## src/rtl/pixel_feed_if.sv

```systemverilog
// FIFO-side bus of pixel_feed: FWFT head word, empty flag and the pop strobe.
// The pixel_feed side is the master (it decides when to pop); the FIFO is the slave.
interface pixel_feed_if;
  logic [24:0] fifo_rdata;  // [24] start-of-frame tag, [23:0] RGB
  logic        fifo_empty;
  logic        fifo_read;

  modport master (input fifo_rdata, input fifo_empty, output fifo_read);
  modport slave  (output fifo_rdata, output fifo_empty, input fifo_read);
endinterface

```

## src/rtl/pixel_feed.sv

```systemverilog
// pixel_feed: pulls 24-bit pixels from a FWFT frame FIFO and presents them in
// step with the raster timing, locking to frames on the SOF tag and falling
// back to SEEK on underflow, misalignment or a short frame.
// Optional build macro PIXEL_FEED_STATS_EN enables the underflow/resync
// event counters; without it both count ports read 16'h0.
//
// state | meaning
// SEEK  | discarding FIFO words until the head carries the SOF tag
// ARMED | SOF at the head, waiting for the next VS falling edge
// RUN   | locked; one pixel popped per active cycle
module pixel_feed #(
  parameter int unsigned HDISP         = 800,
  parameter int unsigned VDISP         = 480,
  parameter logic [23:0] UNDERFLOW_RGB = 24'h0000FF
) (
  input  logic         pixel_clk,
  input  logic         pixel_rst,
  input  logic         hs_in,
  input  logic         vs_in,
  input  logic         blank_in,
  pixel_feed_if.master fifo,
  output logic         hs_out,
  output logic         vs_out,
  output logic         blank_out,
  output logic [23:0]  rgb_out,
  output logic         locked,
  output logic [15:0]  underflow_cnt,
  output logic [15:0]  resync_cnt
);

  localparam int unsigned NPIX = HDISP * VDISP;
  localparam int unsigned PW   = $clog2(NPIX + 1);
  localparam logic [PW-1:0] PIX_LAST = PW'(NPIX - 1);

  typedef enum logic [1:0] {SEEK, ARMED, RUN} state_t;

  state_t        state_q, state_d;
  logic [PW-1:0] pix_q, pix_d;
  logic          hs_q, hs_d, vs_q, vs_d, blank_q, blank_d;
  logic [23:0]   rgb_q, rgb_d;
  logic          locked_q, locked_d;
  logic          pop, head_ok, head_sof, vs_fall;

  // Next-state, pop decision and registered-output inputs.
  always_comb begin
    state_d  = state_q;
    pix_d    = pix_q;
    pop      = 1'b0;
    hs_d     = hs_in;
    vs_d     = vs_in;
    blank_d  = blank_in;
    rgb_d    = blank_in ? UNDERFLOW_RGB : 24'h0;
    head_ok  = !fifo.fifo_empty;
    head_sof = head_ok && fifo.fifo_rdata[24];
    // vs_q doubles as the previous-cycle VS used for edge detection
    vs_fall  = !vs_in && vs_q;

    unique case (state_q)
      SEEK: begin
        pop = head_ok && !head_sof;
        if (head_sof) state_d = ARMED;
      end
      ARMED: begin
        if (head_ok && !head_sof) begin
          state_d = SEEK;
        end else if (vs_fall && head_sof) begin
          state_d = RUN;
          pix_d   = '0;
        end
      end
      RUN: begin
        if (blank_in && !head_ok) begin
          state_d = SEEK;
        end else if (blank_in && head_sof && pix_q != '0) begin
          state_d = SEEK;
        end else begin
          if (blank_in) begin
            pop   = 1'b1;
            rgb_d = fifo.fifo_rdata[23:0];
            if (pix_q == PIX_LAST) begin
              pix_d   = '0;
              state_d = ARMED;
            end else begin
              pix_d = pix_q + PW'(1);
            end
          end
          // short frame: a new VS arrived before the frame was consumed
          if (vs_fall && pix_q != '0) state_d = SEEK;
        end
      end
      default: state_d = SEEK;
    endcase

    locked_d = (state_d == RUN);
  end

  // Pop is gated by reset so nothing is consumed while held in reset.
  assign fifo.fifo_read = pop && !pixel_rst;

  // State and registered outputs.
  always_ff @(posedge pixel_clk or posedge pixel_rst) begin
    if (pixel_rst) begin
      state_q  <= SEEK;
      pix_q    <= '0;
      hs_q     <= 1'b1;
      vs_q     <= 1'b1;
      blank_q  <= 1'b0;
      rgb_q    <= 24'h0;
      locked_q <= 1'b0;
    end else begin
      state_q  <= state_d;
      pix_q    <= pix_d;
      hs_q     <= hs_d;
      vs_q     <= vs_d;
      blank_q  <= blank_d;
      rgb_q    <= rgb_d;
      locked_q <= locked_d;
    end
  end

  assign hs_out    = hs_q;
  assign vs_out    = vs_q;
  assign blank_out = blank_q;
  assign rgb_out   = rgb_q;
  assign locked    = locked_q;

`ifdef PIXEL_FEED_STATS_EN
  logic [15:0] uf_cnt_q, uf_cnt_d, rs_cnt_q, rs_cnt_d;
  logic        uf_evt, rs_evt;

  // Every exit from RUN to SEEK is a resync; underflow is the empty-head case.
  always_comb begin
    uf_evt   = (state_q == RUN) && blank_in && !head_ok;
    rs_evt   = (state_q == RUN) && (state_d == SEEK);
    uf_cnt_d = (uf_evt && uf_cnt_q != 16'hFFFF) ? uf_cnt_q + 16'd1 : uf_cnt_q;
    rs_cnt_d = (rs_evt && rs_cnt_q != 16'hFFFF) ? rs_cnt_q + 16'd1 : rs_cnt_q;
  end

  // Saturating event counters.
  always_ff @(posedge pixel_clk or posedge pixel_rst) begin
    if (pixel_rst) begin
      uf_cnt_q <= 16'h0;
      rs_cnt_q <= 16'h0;
    end else begin
      uf_cnt_q <= uf_cnt_d;
      rs_cnt_q <= rs_cnt_d;
    end
  end

  assign underflow_cnt = uf_cnt_q;
  assign resync_cnt    = rs_cnt_q;
`else
  assign underflow_cnt = 16'h0;
  assign resync_cnt    = 16'h0;
`endif

endmodule

```

## src/flat_wrapper.sv

```systemverilog
// flat-port wrapper written by rule: the top's interface ports become plain ports
module pixel_feed_flat 
#(
  parameter int unsigned HDISP         = 800,
  parameter int unsigned VDISP         = 480,
  parameter logic [23:0] UNDERFLOW_RGB = 24'h0000FF
)
  (pixel_clk, pixel_rst, hs_in, vs_in, blank_in, hs_out, vs_out, blank_out, rgb_out, locked, underflow_cnt, resync_cnt, fifo_fifo_rdata, fifo_fifo_empty, fifo_fifo_read);
  pixel_feed_if fifo_i ();
  input  logic pixel_clk;
  input  logic pixel_rst;
  input  logic hs_in;
  input  logic vs_in;
  input  logic blank_in;
  output logic hs_out;
  output logic vs_out;
  output logic blank_out;
  output logic [23:0] rgb_out;
  output logic locked;
  output logic [15:0] underflow_cnt;
  output logic [15:0] resync_cnt;
  input wire logic [$bits(fifo_i.fifo_rdata)-1:0] fifo_fifo_rdata;
  input wire logic [$bits(fifo_i.fifo_empty)-1:0] fifo_fifo_empty;
  output wire logic [$bits(fifo_i.fifo_read)-1:0] fifo_fifo_read;
  assign fifo_i.fifo_rdata = fifo_fifo_rdata;
  assign fifo_i.fifo_empty = fifo_fifo_empty;
  assign fifo_fifo_read = fifo_i.fifo_read;
  pixel_feed #(.HDISP(HDISP), .VDISP(VDISP), .UNDERFLOW_RGB(UNDERFLOW_RGB)) u_core (.pixel_clk(pixel_clk), .pixel_rst(pixel_rst), .hs_in(hs_in), .vs_in(vs_in), .blank_in(blank_in), .fifo(fifo_i), .hs_out(hs_out), .vs_out(vs_out), .blank_out(blank_out), .rgb_out(rgb_out), .locked(locked), .underflow_cnt(underflow_cnt), .resync_cnt(resync_cnt));
endmodule
```

## config.mk

```make
export PLATFORM = sky130hd
export DESIGN_NAME = pixel_feed_flat
export DESIGN_NICKNAME = d
export VERILOG_FILES = /design/src/rtl/pixel_feed_if.sv /design/src/rtl/pixel_feed.sv /design/src/flat_wrapper.sv
export SDC_FILE = /design/constraint.sdc
export NUM_CORES = 1
export LEC_CHECK = 0
export ABC_AREA = 1
export CAP_MARGIN = 20
export CORE_MARGIN = 5
export CORE_UTILIZATION = 30
export CTS_BUF_LIST = sky130_fd_sc_hd__clkbuf_16
export CTS_CLUSTER_DIAMETER = 150
export DETAILED_ROUTE_END_ITERATION = 10
export PLACE_DENSITY = 0.55
export SYNTH_ARGS = -nofsm -noshare
export SYNTH_HDL_FRONTEND = slang
export SYNTH_SLANG_ARGS = --single-unit
```

## constraint.sdc

```tcl
create_clock -name pixel_clk -period 2.61 [get_ports pixel_clk]
set_clock_uncertainty 0.05 [all_clocks]
set_input_delay 0.261 -clock pixel_clk [delete_from_list [all_inputs] [get_ports pixel_clk]]
set_output_delay 0.261 -clock pixel_clk [all_outputs]
set_load 0.03 [all_outputs]
```

==> impl_metrics.ini <==
[clocking]
clk_path_buf_depth = 2
cts_buffers = 5
path_clk_slew_ps = 70
cts.sinks = 49
root_buffer = clkbuf_16
postCtsSetupRepairBufs = 0
cts-hold-fix-buffers = 0
post_cts_resized = 0
cts_tree = built
h-tree-depth = 2
clk_latency_ps = 290

[yosys]
yosysTopAreaCellShare_pct = 39.3
synth_ff_type = dfrtp_1
synth_area_leader_cell = dfrtp_1
synth_common_cells = nand2_1, dfrtp_1, nor2_1, inv_1, buf_4
synth_area_sq_mm = 0.00299
ys_warn_count = 0
synthDistinctLibCells = 34
synth_seq_cells = 49
syn_avg_cell_area_sq_um = 8.17
synth_cells = 366
ys_seq_area_share_pct = 41.1
synth_enable_flop_cells = 0
synthMostInstantiatedCell = nand2_1
async_reset_ff_share_pct = 100
synth_area_leaders = dfrtp_1, nand2_1, buf_4

[cells_and_area]
diodes = 0
fillers = 991
multi_input_area_sq_mm = 0.00139
regArea_sq_mm = 0.00123
drive_above_1_share_pct = 13.9
syn2layout_area_growth_pct = 24.0
fin_nets = 456

[sta]
slew_violations = 0
setup_viol = 0
timing.fmax_ghz = 0.428
rsz0062_at_grt = false
period_minus_slack_ps = 2340
finalCritPeriodShare_pct = 89.5
hold_violations = 0
final.setup.tns_ps = 0

[floorplan]
initial_core_util_pct = 30.7
fp-row-count = 36
pin_count = 92
die_h_um = 110
core_area_sq_mm = 0.00973
die-area_sq_mm = 0.0121
die_w_um = 110

[critical_path]
cp-end-kind = output port
cpLargestDelayFamily = simple AND/OR/NAND/NOR gates
path_cells = inv_1, ha_1, nand3_1, nor2_1, nand2_2, nand2_2, nand4_4, a21oi_1, buf_4
worst_path_max_delay_cell = dfrtp_1
worstPathArrival_ps = 2030
critPathLaunchType = register
cpMostUsedCell = nand2_2
worstPathMaxFanout = 10
worst-setup-path-type = register to output port
worstPathRequired_ps = 2300
crit_buf_inv = 2
slowest_delay_ps = 460

[detailed_routing]
drtAntennaViolNets = 0
post_drt_wl_per_cell_um = 12.3
drt_wl_total_mm = 6.87
vias = 2379
viasPerCell = 4.27
firstDrtPassIters = 4
first_iter_violations = 148
drcViolationCount = 0

[global_routing]
antenna_found_initial = 0
grt_max_degree = 34
overflow = 0
grt_usage_pct = 11.6
grt_pass1_vias = 2315
grt_pass1_wl_mm = 11.1

[placed_design]
place_hpwl_mm = 5.27
place_congestion = 0.917
port_buffers = 59

[power_and_ir_drop]
peakVddDrop_uv = 223
leakagePower_nw = 1.63
pwr_density_cell_mw_per_mm2 = 513
finalPower_w = 0.00190

[status]
status = completed

[flow_run]
drv_cap = 0

[hold_path]
hold_path.class = input pin to asynchronous set/reset pin
-- report_power, final --
part	leakage (nW)	internal (W)	switching (W)
logic	0.922	0.000139	0.000227
registers	0.641	0.000813	0.0000868
clock network	0.0672	0.000352	0.000284
-- metrics by stage --
step / area [sq um] / cells / utilization, % / setup slack (ps) / hold slack [ps]
6_report: 3710 / 557 / 38.1 / 274 / 284
5_1_grt: 3710 / 557 / 38.1 / 126 / 328
4_1_cts: 3710 / 557 / 38.1 / 250 / 305
3_5_place_dp: 3570 / 549 / 36.7 / 454 / 469
3_3_place_gp: 3570 / 549 / 36.7 / 486 / 460
2_1_floorplan: 3110 / 397 / - / 601 / 215
-- sequential cells by signal, indices dropped and copies added (netlist names) --
| name | count |
|---|---|
| u_core.hs_out | 1 |
| u_core.pix_q | 19 |
| u_core.rgb_out | 24 |
| u_core.blank_out | 1 |
| u_core.locked | 1 |
| u_core.vs_out | 1 |
| u_core.state_q | 2 |
-- kinds of logic after synthesis --
logic type | share of synthesized area [%]
and+or+nand+nor | 33.1
buffers and inverters | 16.4
DFF | 41.1
AOI/OAI and AO/OA | 7.28
xor gates and xnor gates | 1.17
adders and majority gates | 0.836
other | 0.125
-- worst register-to-register path, stage by stage, from the launching register on --
cell and delay [ps]:
dfrtp_1 480, ha_1 350, nand3_4 150, nor3_4 220, nand3_2 330, nand3_1 200
nor2_1 50, nand2_1 60, nand2_1 50
-- placed cells by master, fill, tap and decap left out, types with 3 or more instances in the layout --
| cell | netlist | final |
|---|---|---|
| a21oi_1 | 3 | 3 |
| buf_4 | 32 | 3 |
| clkbuf_16 | 0 | 5 |
| clkdlybuf4s50_1 | 0 | 58 |
| conb_1 | 1 | 32 |
| dfrtp_1 | 47 | 47 |
| inv_1 | 36 | 36 |
| inv_2 | 7 | 8 |
| nand2_1 | 76 | 76 |
| nand2_2 | 4 | 4 |
| nand3_1 | 22 | 22 |
| nand4_1 | 18 | 18 |
| nor2_1 | 42 | 42 |
| nor2_2 | 3 | 3 |
| nor2_4 | 11 | 11 |
| nor3_1 | 5 | 5 |
| o21ai_0 | 11 | 11 |
| o21ai_1 | 4 | 4 |
| o21ai_2 | 12 | 12 |
| o21bai_1 | 3 | 3 |
-- worst paths after layout --
| check | start | endpoint | slack (ps) | cells after the start |
|---|---|---|---|---|
| min reg2reg | u_core.pix_q[18]$_DFFE_PP0P_ | u_core.pix_q[18]$_DFFE_PP0P_ | 490 | 2 |
| min in group pixel_clk | hs_in | u_core.hs_out$_DFF_PP1_ | 320 | 1 |
| max in group asynchronous | pixel_rst | u_core.pix_q[10]$_DFFE_PP0P_ | 1710 | 3 |
| min | pixel_rst | u_core.rgb_out[22]$_DFF_PP0_ | 280 | 2 |
| max | u_core.pix_q[0]$_DFFE_PP0P_ | fifo_fifo_read | 270 | 9 |
| max reg2reg | u_core.pix_q[0]$_DFFE_PP0P_ | u_core.pix_q[18]$_DFFE_PP0P_ | 560 | 8 |
-- per-layer routing --
layer | wire [um] | global-route usage [%]
met5 | 0 | 0
met4 | 119 | 5.52
met3 | 319 | 1.41
met2 | 3330 | 18.7
met1 | 3110 | 15.3
-- cell type report --
type                            instances  share of cell area [%]
Multi-Input combinational cell        262                    37.4
Sequential cell                        49                    33.1
Timing Repair Buffer                   62                    16.8
Tap cell                              133                    4.48
Inverter                               43                    4.35
Clock buffer                            5                    3.37
Clock inverter                          3                   0.506
(Power assumes the default switching activity.)
